$ cat src/rtl/load_store_unit.sv
`default_nettype none
// ============================================================================
// Module      : load_store_unit
// Description : Multi-cycle load/store controller in front of a word-addressed,
//               word-write-only data memory. It takes one request at a time,
//               forms the effective address and checks alignment and range.
//               Loads are extracted and sign/zero extended. Sub-word stores
//               are done as read-modify-write.
// Ports       : clk, rst                  - clock, sync active-high reset
//               req_*                     - request from execute (valid/ready)
//               mem_we/addr/wdata/rdata   - data memory port (combinational read)
//               resp_*                    - completion pulse plus writeback info
// Revision    : 1.0 - initial release
// ============================================================================
module load_store_unit #(
  parameter int ADDR_W = 5
) (
  input  logic        clk,
  input  logic        rst,
  input  logic        req_valid,
  output logic        req_ready,
  input  logic        req_store,
  input  logic [1:0]  req_size,
  input  logic        req_unsigned,
  input  logic [31:0] req_base,
  input  logic [15:0] req_offset,
  input  logic [31:0] req_wdata,
  input  logic [4:0]  req_rd,
  output logic        mem_we,
  output logic [31:0] mem_addr,
  output logic [31:0] mem_wdata,
  input  logic [31:0] mem_rdata,
  output logic        resp_valid,
  output logic [31:0] resp_data,
  output logic [4:0]  resp_rd,
  output logic        resp_wen,
  output logic        resp_fault
);

  localparam logic [2:0] S_IDLE  = 3'd0;
  localparam logic [2:0] S_LOAD  = 3'd1;
  localparam logic [2:0] S_READ  = 3'd2;
  localparam logic [2:0] S_WRITE = 3'd3;
  localparam logic [2:0] S_RESP  = 3'd4;

  logic [2:0]        r_state;
  logic [1:0]        r_size;
  logic              r_unsigned;
  logic [ADDR_W+1:0] r_ea;       // only the in-range part of the address is kept
  logic [31:0]       r_wdata;
  logic [4:0]        r_rd;
  logic [31:0]       r_merge;
  logic [31:0]       r_resp_data;
  logic [4:0]        r_resp_rd;
  logic              r_resp_wen;
  logic              r_resp_fault;

  logic [31:0] w_ea;
  logic        w_fault;
  logic        w_accept;
  logic [4:0]  w_shamt;
  logic [31:0] w_lane_data;
  logic [31:0] w_load_ext;
  logic [31:0] w_lane_mask;
  logic [31:0] w_ins_data;
  logic [31:0] w_merge;
  logic        w_mem_active;

  assign w_ea = req_base + {{16{req_offset[15]}}, req_offset};

  assign w_fault = (w_ea[31:ADDR_W+2] != '0)
                 || ((req_size == 2'b01) && w_ea[0])
                 || (req_size[1] && (w_ea[1:0] != 2'b00));

  assign w_accept = req_valid && (r_state == S_IDLE);

  // Byte-lane shift; words are always aligned so their shift is zero.
  assign w_shamt     = {r_ea[1:0], 3'b000};
  assign w_lane_data = mem_rdata >> w_shamt;

  always_comb begin
    w_load_ext = w_lane_data;
    case (r_size)
      2'b00:   w_load_ext = {{24{~r_unsigned & w_lane_data[7]}},  w_lane_data[7:0]};
      2'b01:   w_load_ext = {{16{~r_unsigned & w_lane_data[15]}}, w_lane_data[15:0]};
      default: w_load_ext = w_lane_data;
    endcase
  end

  assign w_lane_mask = ((r_size == 2'b00) ? 32'h0000_00FF : 32'h0000_FFFF) << w_shamt;
  assign w_ins_data  = r_wdata << w_shamt;
  assign w_merge     = (mem_rdata & ~w_lane_mask) | (w_ins_data & w_lane_mask);

  always_ff @(posedge clk) begin
    if (rst) begin
      r_state      <= S_IDLE;
      r_size       <= 2'b00;
      r_unsigned   <= 1'b0;
      r_ea         <= '0;
      r_wdata      <= 32'd0;
      r_rd         <= 5'd0;
      r_merge      <= 32'd0;
      r_resp_data  <= 32'd0;
      r_resp_rd    <= 5'd0;
      r_resp_wen   <= 1'b0;
      r_resp_fault <= 1'b0;
    end else begin
      case (r_state)
        S_IDLE: begin
          if (w_accept) begin
            r_size     <= req_size;
            r_unsigned <= req_unsigned;
            r_ea       <= w_ea[ADDR_W+1:0];
            r_wdata    <= req_wdata;
            r_rd       <= req_rd;
            if (w_fault) begin
              // Response fields change only on entry to RESP so they hold
              // steady between pulses.
              r_resp_data  <= 32'd0;
              r_resp_rd    <= req_rd;
              r_resp_wen   <= 1'b0;
              r_resp_fault <= 1'b1;
              r_state      <= S_RESP;
            end else if (!req_store) begin
              r_state <= S_LOAD;
            end else if (req_size[1]) begin
              r_state <= S_WRITE;
            end else begin
              r_state <= S_READ;
            end
          end
        end
        S_LOAD: begin
          r_resp_data  <= w_load_ext;
          r_resp_rd    <= r_rd;
          r_resp_wen   <= 1'b1;
          r_resp_fault <= 1'b0;
          r_state      <= S_RESP;
        end
        S_READ: begin
          r_merge <= w_merge;
          r_state <= S_WRITE;
        end
        S_WRITE: begin
          r_resp_data  <= 32'd0;
          r_resp_rd    <= r_rd;
          r_resp_wen   <= 1'b0;
          r_resp_fault <= 1'b0;
          r_state      <= S_RESP;
        end
        S_RESP: begin
          r_state <= S_IDLE;
        end
        default: begin
          r_state <= S_IDLE;
        end
      endcase
    end
  end

  assign w_mem_active = (r_state == S_LOAD) || (r_state == S_READ) || (r_state == S_WRITE);

  assign req_ready  = (r_state == S_IDLE);
  assign mem_we     = (r_state == S_WRITE);
  assign mem_addr   = w_mem_active ? {{(32-ADDR_W){1'b0}}, r_ea[ADDR_W+1:2]} : 32'd0;
  assign mem_wdata  = (r_state == S_WRITE) ? (r_size[1] ? r_wdata : r_merge) : 32'd0;
  assign resp_valid = (r_state == S_RESP);
  assign resp_data  = r_resp_data;
  assign resp_rd    = r_resp_rd;
  assign resp_wen   = r_resp_wen;
  assign resp_fault = r_resp_fault;

endmodule
`default_nettype wire

$ cat config.mk
export PLATFORM = sky130hd
export DESIGN_NAME = load_store_unit
export DESIGN_NICKNAME = d
export VERILOG_FILES = /design/src/rtl/load_store_unit.sv
export SDC_FILE = /design/constraint.sdc
export NUM_CORES = 1
export LEC_CHECK = 0
export ABC_CLOCK_PERIOD_IN_PS = 3050
export CAP_MARGIN = 10
export CORE_ASPECT_RATIO = 0.8
export CORE_MARGIN = 10
export CORE_UTILIZATION = 39
export DETAILED_ROUTE_END_ITERATION = 6
export GPL_TIMING_DRIVEN = 1
export PLACE_DENSITY = 0.76
export RECOVER_POWER = 50
export SLEW_MARGIN = 20
export SYNTH_ARGS = -nofsm -noshare
export SYNTH_HDL_FRONTEND = slang
export SYNTH_SLANG_ARGS = --single-unit
$ cat constraint.sdc
create_clock -name clk -period 3.05 [get_ports clk]
set_clock_uncertainty 0.1 [all_clocks]
set_input_delay 0.305 -clock clk [delete_from_list [all_inputs] [get_ports clk]]
set_output_delay 0.305 -clock clk [all_outputs]
set_load 0.005 [all_outputs]
==> flow_metrics.tcl <==
set metrics [dict create \
    hpwl_um 24100 \
    grt_max_degree 121 \
    hp-class "in -> reg" \
    gp_congestion 0.918 \
    cts-buffers-inserted 17 \
    synth-async-reset-ratio_pct 0 \
    synth_edf_count 0 \
    synth_top_area_share_pct 28.4 \
    syn_avg_cell_area_um2 7.74 \
    worst_pin_slew_ns 1.35 \
    synth_area_leaders "dfxtp_1 28%, nand2_1 8.7%, mux2i_1 7.6%" \
    switchingPower_mw 1.64 \
    switching_share_pct 30.9 \
    crit_required_ns 3.28 \
    gr-total-overflow 0 \
    postRouteAntennaNets 0 \
    path_class "in -> reg" \
    htreeDepth 4 \
    cts_tree "done" \
    core_area_mm2 0.0216 \
    p_seq_share_pct 31.5 \
    antenna_found_initial 0 \
    clkSinkCount 121 \
    io_pins 230 \
    grt_pass1_wl_um 49100 \
    rows 48 \
    yosysWarnings 0 \
    synth_area_mm2 0.00854 \
    clk_pin_slew_ns 0.06 \
    setup_slack_ns 0.0184 \
    m1WireLength_um 14100 \
    viasPerCell 5.61 \
    dr.pass1.iters 5 \
    worstPathArrival_ns 3.26 \
    worstSkewPairLatency_ns 0.42 \
    slew_headroom_pct 10.2 \
    setup_violations 0 \
    power.share.combinational_pct 28.9 \
    clockPowerShare_pct 39.6 \
    vias 9417 \
    rsz0062_at_grt "yes" \
    ir_drop_uv 342 \
    status "complete, no violations" \
    fin_nets 1548 \
    setup.worst_path.end_class "flip-flop" \
    wl_met3_um 2840 \
    die_w_um 185 \
    power-per-cell-area_mw_per_mm2 410 \
    cp-start-kind "input port" \
    top_layer "met4" \
    grtUsageTotal_pct 21.5 \
    final_common_cell "nand2_1" \
    yosys_register_bits 121 \
    final_cell_mix "191 x nand2_1, 131 x buf_4, 127 x clkdlybuf4s50_1" \
    portBuffers 202 \
    postCtsHoldBufs 0 \
    wl_um 33100 \
    dp_slack_ns -0.767 \
    p_leak_nw 4.96 \
    netlist_instances 1103 \
    chipHeight_um 152 \
    fillCellCount 1787 \
    yosys.area.top_type "dfxtp_1" \
    initial_core_util_pct 39.6 \
    fmax_mhz 330 \
    cts_root_buf "clkbuf_16" \
    routed-wl-met2_um 15500 \
    synth-seq-area-share_pct 28.4 \
    drc 0 \
    layout-area-overhead-vs-synth_pct 51.7 \
    cts_buffer_depth 2 \
    antenna_cells 0 \
    die_area_mm2 0.0282 \
    drv_cap 0 \
    wl_per_cell_um 19.7 \
    synth_top_flop_cell "dfxtp_1" \
    maxSlewViolCount 0 \
    critPathMaxFanout 6 \
    hold_viol 0 \
    drive_gt1_share_pct 23.1 \
    internal-power_mw 3.67 \
    post-route-util_pct 60.1 \
    synth_cell_types 69 \
    drt_iter0_drc 1044 \
    min_period_ns 3.03 \
    post-route-period-util_pct 99.4 \
    grt_pass1_vias 8892 \
]
[critical path, stage by stage]
cell and delay [ns]:
dlygate4sd2_1 0.27, ha_4 0.30, o211ai_1 0.16, o21ai_2 0.38, a31oi_4 0.13, xnor2_1 0.14
or4_4 0.55, nor4_4 0.21, and4_4 0.30, buf_6 0.14, a21oi_4 0.06, a2111oi_4 0.30
[power groups by stage]
stage	Combinational, mW	Clock, mW	Sequential (mW)
4_1_cts	1.38	2.12	1.67
2_1_floorplan	0.748	0	1.69
5_1_grt	1.64	2.18	1.68
3_5_place_dp	1.31	0	1.71
6_report	1.54	2.10	1.67
3_3_place_gp	1.29	0	1.70
[metrics by stage]
stage               setup TNS, ns  total power, mW  cell area, um2  cells  hold WS (ns)
global placement           -25.39             3.00           11500   1635         0.335
global route               -0.489             5.50           13000   1679         0.336
floorplan                       0             2.43            8640   1129         0.327
CTS                             0             5.18           12400   1673         0.313
finish                          0             5.32           13000   1679         0.300
detailed placement         -27.42             3.01           11500   1635         0.345
[flip-flops by register name, indices dropped and copies added (netlist names)]
| name | cells |
|---|---|
| r_ea | 7 |
| r_merge | 32 |
| r_rd | 5 |
| r_size | 2 |
| r_state | 3 |
| r_unsigned | 1 |
| r_wdata | 32 |
| resp_data | 32 |
| resp_fault | 1 |
| resp_rd | 5 |
| resp_wen | 1 |
[what timing repair did]
item                                    4_1_cts  5_1_grt
endpoints found under the setup margin       42       42
gates resized for setup                      62       96
setup buffers                                 7        6
pin swaps                                    22       39
gates cloned                                  1        0
[cell families (layout without fill, tap and decap cells)]
kind of cell,after synthesis,in the layout,share of synthesized area [%]
simple gates,354,354,17.8
compound gates,343,343,29.3
fa+ha+maj,32,32,4.78
buf+inv,157,432,8.71
other cells,1,27,0.0439
flops,121,121,28.4
mux,75,75,8.94
xor+xnor,20,20,2.05
[synthesized netlist by cell type, drive strengths merged (14+ instances only)]
cell / number
dfxtp: 121
nor2: 81
o32ai: 32
buf: 45
inv: 51
o21ai: 47
o21a: 14
nand2: 197
clkbuf: 61
mux2i: 65
a21oi: 131
ha: 31
o211ai: 40
[layer usage]
metal / global-route usage, % / up-vias
met5: 0 / -
met4: 5.37 / 0
met3: 4.67 / 58
met2: 34.6 / 453
met1: 28.2 / 4442
li1: - / 4464
[layout make-up]
| type | count | area, um2 | area share [%] |
|---|---|---|---|
| repair buffers | 350 | 3240 | 25.0 |
| inverters | 51 | 191 | 1.48 |
| clock buffers | 18 | 439 | 3.39 |
| well taps | 275 | 344 | 2.66 |
| clock inverters | 13 | 169 | 1.30 |
| flip-flops and latches | 121 | 2430 | 18.7 |
| multi-input cells | 851 | 6140 | 47.4 |
[worst paths after layout]
path                                                from                       end  slack (ns)  depth (start not counted)
worst max-delay path                         req_base[4]   resp_rd[3]$_SDFFE_PP0P_        0.02                         12
worst min-delay path                         req_base[0]      r_ea[0]$_SDFFE_PP0P_        0.30                          4
worst max register to register   r_state[1]$_SDFFE_PP0P_  r_wdata[29]$_SDFFE_PP0P_        0.28                          6
worst min register to register  r_merge[19]$_SDFFE_PP0N_  r_merge[19]$_SDFFE_PP0N_        0.35                          2
Note: power is estimated with default switching activity, not from simulation.
